==> src/rtl/pipeio_resp_pkg.sv <==
// pipeio_resp_pkg: shared I/O register map constants used by the I/O block and the MEM-stage address decode
package pipeio_resp_pkg;
  typedef enum logic [2:0] {
    REG_OUT0,
    REG_OUT1,
    REG_IN0,
    REG_IN1,
    REG_STATUS,
    REG_IRQ_EN,
    REG_TIMER,
    REG_CMP
  } io_reg_e;
  localparam int ST_IN0 = 0;
  localparam int ST_IN1 = 1;
  localparam int ST_TMR = 2;
  localparam int IRQ_W = 3;
  localparam int IO_SPAN_LSB = 5;
  function automatic logic [4:0] reg_offset(io_reg_e r);
    return {r, 2'b00};
  endfunction
endpackage

==> src/rtl/pipeio_resp_io_sync_edge.sv <==
// io_sync_edge: multi-flop synchronizer for an asynchronous word plus change detect on the synchronized value
module io_sync_edge #(
  parameter int STAGES = 2,
  parameter int W = 32
) (
  input  logic         clock,
  input  logic         resetn,
  input  logic [W-1:0] async_i,
  output logic [W-1:0] sync_o,
  output logic         chg_o
);
  logic [STAGES-1:0][W-1:0] sync_q;
  logic [W-1:0] hist_q;
  // shift chain plus one-cycle history; both reset to 0 so release produces no change
  always_ff @(posedge clock or negedge resetn)
    if (!resetn) begin
      sync_q <= '0;
      hist_q <= '0;
    end else begin
      sync_q <= {sync_q[STAGES-2:0], async_i};
      hist_q <= sync_q[STAGES-1];
    end
  assign sync_o = sync_q[STAGES-1];
  assign chg_o = sync_o != hist_q;
endmodule

==> src/rtl/pipeio_resp.sv <==
// pipeio_resp: memory-mapped I/O block with output/input ports, sticky status, timer/compare and irq
module pipeio_resp
  import pipeio_resp_pkg::*;
#(
  parameter int SYNC_STAGES = 2,
  parameter int ADDR_W = 8
) (
  input  logic              clock,
  input  logic              resetn,
  input  logic              io_we,
  input  logic              io_re,
  input  logic [ADDR_W-1:0] io_addr,
  input  logic [31:0]       io_wdata,
  output logic [31:0]       io_rdata,
  input  logic [31:0]       in_port0,
  input  logic [31:0]       in_port1,
  output logic [31:0]       out_port0,
  output logic [31:0]       out_port1,
  output logic              irq
);
  logic [31:0] out0_q, out0_d, out1_q, out1_d, timer_q, timer_d, cmp_q, cmp_d;
  logic [31:0] rdata_q, rdata_d, rd_val, in0_s, in1_s;
  logic [IRQ_W-1:0] status_q, status_d, irq_en_q, irq_en_d, st_set, st_clr;
  logic run_q, chg0, chg1, hit, wr, unused_ok;
  io_reg_e idx;

  io_sync_edge #(.STAGES(SYNC_STAGES), .W(32)) u_sync0 (
    .clock(clock), .resetn(resetn), .async_i(in_port0), .sync_o(in0_s), .chg_o(chg0)
  );
  io_sync_edge #(.STAGES(SYNC_STAGES), .W(32)) u_sync1 (
    .clock(clock), .resetn(resetn), .async_i(in_port1), .sync_o(in1_s), .chg_o(chg1)
  );

  assign hit = io_addr[ADDR_W-1:IO_SPAN_LSB] == '0;
  assign idx = io_reg_e'(io_addr[4:2]);
  assign wr = io_we && hit;
  assign unused_ok = ^io_addr[1:0];

  // read mux over pre-write register contents; unmapped space reads 0
  always_comb begin
    rd_val = '0;
    if (hit)
      case (idx)
        REG_OUT0:   rd_val = out0_q;
        REG_OUT1:   rd_val = out1_q;
        REG_IN0:    rd_val = in0_s;
        REG_IN1:    rd_val = in1_s;
        REG_STATUS: rd_val = 32'(status_q);
        REG_IRQ_EN: rd_val = 32'(irq_en_q);
        REG_TIMER:  rd_val = timer_q;
        REG_CMP:    rd_val = cmp_q;
      endcase
  end

  // next state: writes land on their strobe edge, TIMER free-runs, STATUS set beats clear
  always_comb begin
    out0_d = wr && idx == REG_OUT0 ? io_wdata : out0_q;
    out1_d = wr && idx == REG_OUT1 ? io_wdata : out1_q;
    irq_en_d = wr && idx == REG_IRQ_EN ? io_wdata[IRQ_W-1:0] : irq_en_q;
    timer_d = wr && idx == REG_TIMER ? io_wdata : timer_q + 32'd1;
    cmp_d = wr && idx == REG_CMP ? io_wdata : cmp_q;
    st_set = '0;
    st_set[ST_IN0] = chg0;
    st_set[ST_IN1] = chg1;
    st_set[ST_TMR] = run_q && timer_q == cmp_q;
    st_clr = wr && idx == REG_STATUS ? io_wdata[IRQ_W-1:0] : '0;
    status_d = (status_q & ~st_clr) | st_set;
    rdata_d = io_re ? rd_val : rdata_q;
  end

  // state registers; run_q masks the match of the reset TIMER against the reset CMP
  always_ff @(posedge clock or negedge resetn)
    if (!resetn) begin
      out0_q   <= '0;
      out1_q   <= '0;
      irq_en_q <= '0;
      timer_q  <= '0;
      cmp_q    <= '0;
      status_q <= '0;
      rdata_q  <= '0;
      run_q    <= 1'b0;
    end else begin
      out0_q   <= out0_d;
      out1_q   <= out1_d;
      irq_en_q <= irq_en_d;
      timer_q  <= timer_d;
      cmp_q    <= cmp_d;
      status_q <= status_d;
      rdata_q  <= rdata_d;
      run_q    <= 1'b1;
    end

  assign io_rdata = rdata_q;
  assign out_port0 = out0_q;
  assign out_port1 = out1_q;
  assign irq = |(status_q & irq_en_q);
endmodule
==> config.mk <==
export PLATFORM = sky130hd
export DESIGN_NAME = pipeio_resp
export DESIGN_NICKNAME = d
export VERILOG_FILES = /design/src/rtl/pipeio_resp_pkg.sv /design/src/rtl/pipeio_resp_io_sync_edge.sv /design/src/rtl/pipeio_resp.sv
export SDC_FILE = /design/constraint.sdc
export NUM_CORES = 1
export LEC_CHECK = 0
export BUFFER_PORTS_ARGS = -buffer_cell sky130_fd_sc_hd__buf_4
export CAP_MARGIN = 20
export CORE_ASPECT_RATIO = 1.4
export CORE_UTILIZATION = 57
export CTS_BUF_LIST = sky130_fd_sc_hd__clkbuf_4 sky130_fd_sc_hd__clkbuf_8 sky130_fd_sc_hd__clkbuf_16
export CTS_CLUSTER_SIZE = 20
export DETAILED_ROUTE_END_ITERATION = 8
export PLACE_DENSITY = 0.77
export RECOVER_POWER = 100
export SYNTH_ARGS = -nofsm -noshare
export SYNTH_HDL_FRONTEND = slang
export SYNTH_HIERARCHICAL = 1
export SYNTH_SLANG_ARGS = --single-unit
==> constraint.sdc <==
create_clock -name clock -period 2.3 [get_ports clock]
set_input_delay 0.23 -clock clock [delete_from_list [all_inputs] [get_ports clock]]
set_output_delay 0.23 -clock clock [all_outputs]
set_load 0.005 [all_outputs]
==> results by group <==
Power and ir drop
  – PnR Total Power: ~16 mW
  – PD cells: 873 nW/um^2
  – VDD IR max: 766 uV
  – Leak pwr: between 8 and 9 nW

Setup path
  – Crit start category: input port
  – Crit end category: flop
  – Crit Path Max Fanout: 22
  – CP arrival: 2.55 ns
  – Worst EP required: 2.70 ns
  – Crit Path Category: input port to flop

GRT
  – Vias in the first global route: about 9900
  – Initial antenna violation count: 1
  – First-pass GRT wire length: about 57000 um
  – GRT Total Usage: 29.5%
  – Total gr overflow: 0
  – Largest net degree at the start of global routing: 75

Clocking
  – Clk buf depth: 3
  – Clk Latency, worst-skew pair: 0.52 ns
  – Post-CTS Resized: 0
  – Htree depth: 2
  – TritonCTS clock tree: built
  – Clk sinks: 359
  – Clock-pin slew on the worst setup and hold paths: 0.06 ns
  – CTS buffer count: 35
  – Root Buffer: clkbuf_16

Final layout
  – Final cell count without fillers: 1706
  – Layout area overhead: 25.2%
  – Commonest non-fill, non-tap cell in the layout: dfrtp_1
  – Core Util, Final: approximately 72%
  – Share of cells above drive strength 1: 30.5%
  – FF/Latch Area: 8980 um^2
  – Post-route cell area: 18300 um^2
  – Layout fillers: 1694
  – Multi-input logic area: 4740 um^2
  – Most frequent cells in the layout: 359 x dfrtp_1, 158 x clkbuf_4, 115 x mux2_2, 95 x dlygate4sd3_1, 89 x xnor2_1
  – Nets: about 1500

Logic synthesis
  – #FFs+latches synth: 359
  – Mapped Cells: 1108
  – Seq/Total Area, Yosys: ~61%
  – Netlist cell types: 46
  – EDFF count, synth: 0
  – Syn_nets: ~1200
  – YS warnings: 6
  – Most common flop cell mapped by yosys: dfrtp_1
  – Post-Synthesis Cell Area: 14600 um^2
  – Asr flop ratio synth: 100%
  – Avg Cell Area, Syn: 13.2 um^2

STA
  – Setup ws final: between 0.1 and 0.15 ns
  – Max-slew headroom: 23.7%
  – Final min period: 2.15 ns
  – Worst hold slack: 0.00984 ns
  – Worst slew pin tran: around 1.1 ns
  – Slew Viols, Final: 0
  – Final setup TNS: 0 ns
  – Fmax: 0.465 GHz
  – Final setup skew: 0.0185 ns
  – RSZ-0062 raised after global routing: no
  – Fin crit share: 93.6%
  – Hold Violations, Final: 0
  – Endpoints failing setup: 0

Routing
  – Post-Route WL: 37300 um
  – Vias per cell: around 5.7
  – Via count: between 9000 and 10000
  – DRC viols: 0
  – Post-DRT Antenna Nets: 0
  – WL/cell: roughly 22 um
  – Drt first pass iters: 5
  – Drt initial violations: 720

Die
  – DIE HEIGHT: 192 um
  – Starting density of the core: 57.9%
  – I/O pins: 205
  – Core ar.: 25300 um^2
  – # rows: 69
  – Die ar.: 26300 um^2
  – Chip width: ~140 um

Flow run
  – Max-cap violation count: 0

Placement
  – Placer Congestion: 0.874
  – # port buffers: 202
  – Placed Cells: 1547
  – Placed cell areas: approximately 16000 um^2
  – Place WS: 0.404 ns
  – Final HPWL DP: 25200 um

Worst hold path
  – Min-Delay Path Class: input port to flop

Status
  – Status: finished clean
synthesized netlist by cell type, drive strengths merged (2+ instances only):
cell | count | area (um^2)
o22ai | 20 | 125
and3 | 4 | 25.0
nor3 | 7 | 56.3
nor4 | 10 | 77.6
a22oi | 17 | 128
o211ai | 12 | 90.1
mux4 | 18 | 405
dfrtp | 359 | 8980
o2111ai | 12 | 105
nand3 | 23 | 120
nand2 | 62 | 233
a21o | 2 | 15.0
or2 | 2 | 12.5
and4 | 2 | 17.5
a211o | 12 | 105
and2 | 2 | 12.5
buf | 88 | 602
xor2 | 37 | 324
mux2 | 116 | 1310
nor2 | 10 | 37.5
clkbuf | 30 | 113
o21ai | 50 | 250
nand4 | 30 | 203
a21oi | 16 | 80.1
mux2i | 15 | 150
a221oi | 2 | 17.5
xnor2 | 89 | 780
inv | 52 | 195
metal layers:
layer | vias up | share of wire [%] | global-route usage (%)
met1 | 4930 | 40 | 39.0
met4 | 0 | 4.1 | 12.8
met5 | - | 0 | 0
met3 | 87 | 5.5 | 4.75
met2 | 381 | 50 | 48.0
li1 | 4290 | - | -
critical path: stages:
cell and delay [ns]:
clkbuf_1 0.82, nand2b_1 0.28, nor2_1 0.07, nand3_2 0.09, clkbuf_2 0.62, mux2_2 0.42
sequential cells by signal, summed over array words and instances (netlist names):
register and flops:
cmp_q 32, io_rdata 32, irq_en_q 3, out_port0 32
out_port1 32, run_q 1, status_q 3, timer_q 32
u_sync0/hist_q 32, u_sync0/sync_o 32, u_sync0/sync_q 32, u_sync1/hist_q 32
u_sync1/sync_o 32, u_sync1/sync_q 32
repair_timing:
item	4_1_cts	5_1_grt
hold buffers	95	0
endpoints found under the hold margin	233	0
setup buffers	0	0
worst paths after layout:
| kind | slack, ns | cells past startpoint | from | endpoint |
|---|---|---|---|---|
| worst max-delay path | 0.15 | 6 | io_addr[3] | out_port1[29] |
| worst min-delay path | 0.01 | 3 | io_wdata[2] | timer_q[2] |
| worst max register to register | 0.23 | 7 | timer_q[0] | timer_q[28] |
| worst min register to register | 0.34 | 0 | u_sync0/sync_q[17] | u_sync0/sync_o[17] |
| max in group asynchronous | 0.48 | 3 | resetn | u_sync1/sync_q[5] |
| min in group asynchronous | 0.48 | 2 | resetn | u_sync0/sync_q[24] |
cell type report:
| cell class | count | share of cell area (%) |
|---|---|---|
| Tap cell | 319 | 2.18 |
| Inverter | 52 | 1.06 |
| Clock buffer | 47 | 5.60 |
| Clock inverter | 16 | 1.25 |
| Multi-Input combinational cell | 579 | 25.8 |
| Sequential cell | 359 | 49.0 |
| Timing Repair Buffer | 333 | 15.1 |
| Antenna cell | 1 | 0.0136 |
kinds of logic after synthesis:
| logic type | Yosys count | share of synthesized area (%) |
|---|---|---|
| AOI/OAI and AO/OA | 147 | 6.51 |
| xor gates and xnor gates | 126 | 7.54 |
| DFF | 359 | 61.3 |
| muxes | 149 | 12.7 |
| buffers and inverters | 170 | 6.21 |
| other | 1 | 0.0256 |
| adders and majority gates | 1 | 0.0854 |
| and+or+nand+nor | 155 | 5.58 |
power breakdown:
part | switching [mW] | internal (mW)
clock network | 2.41 | 3.72
registers | 0.712 | 6.93
logic | 1.01 | 1.22
(Power assumes the default switching activity.)
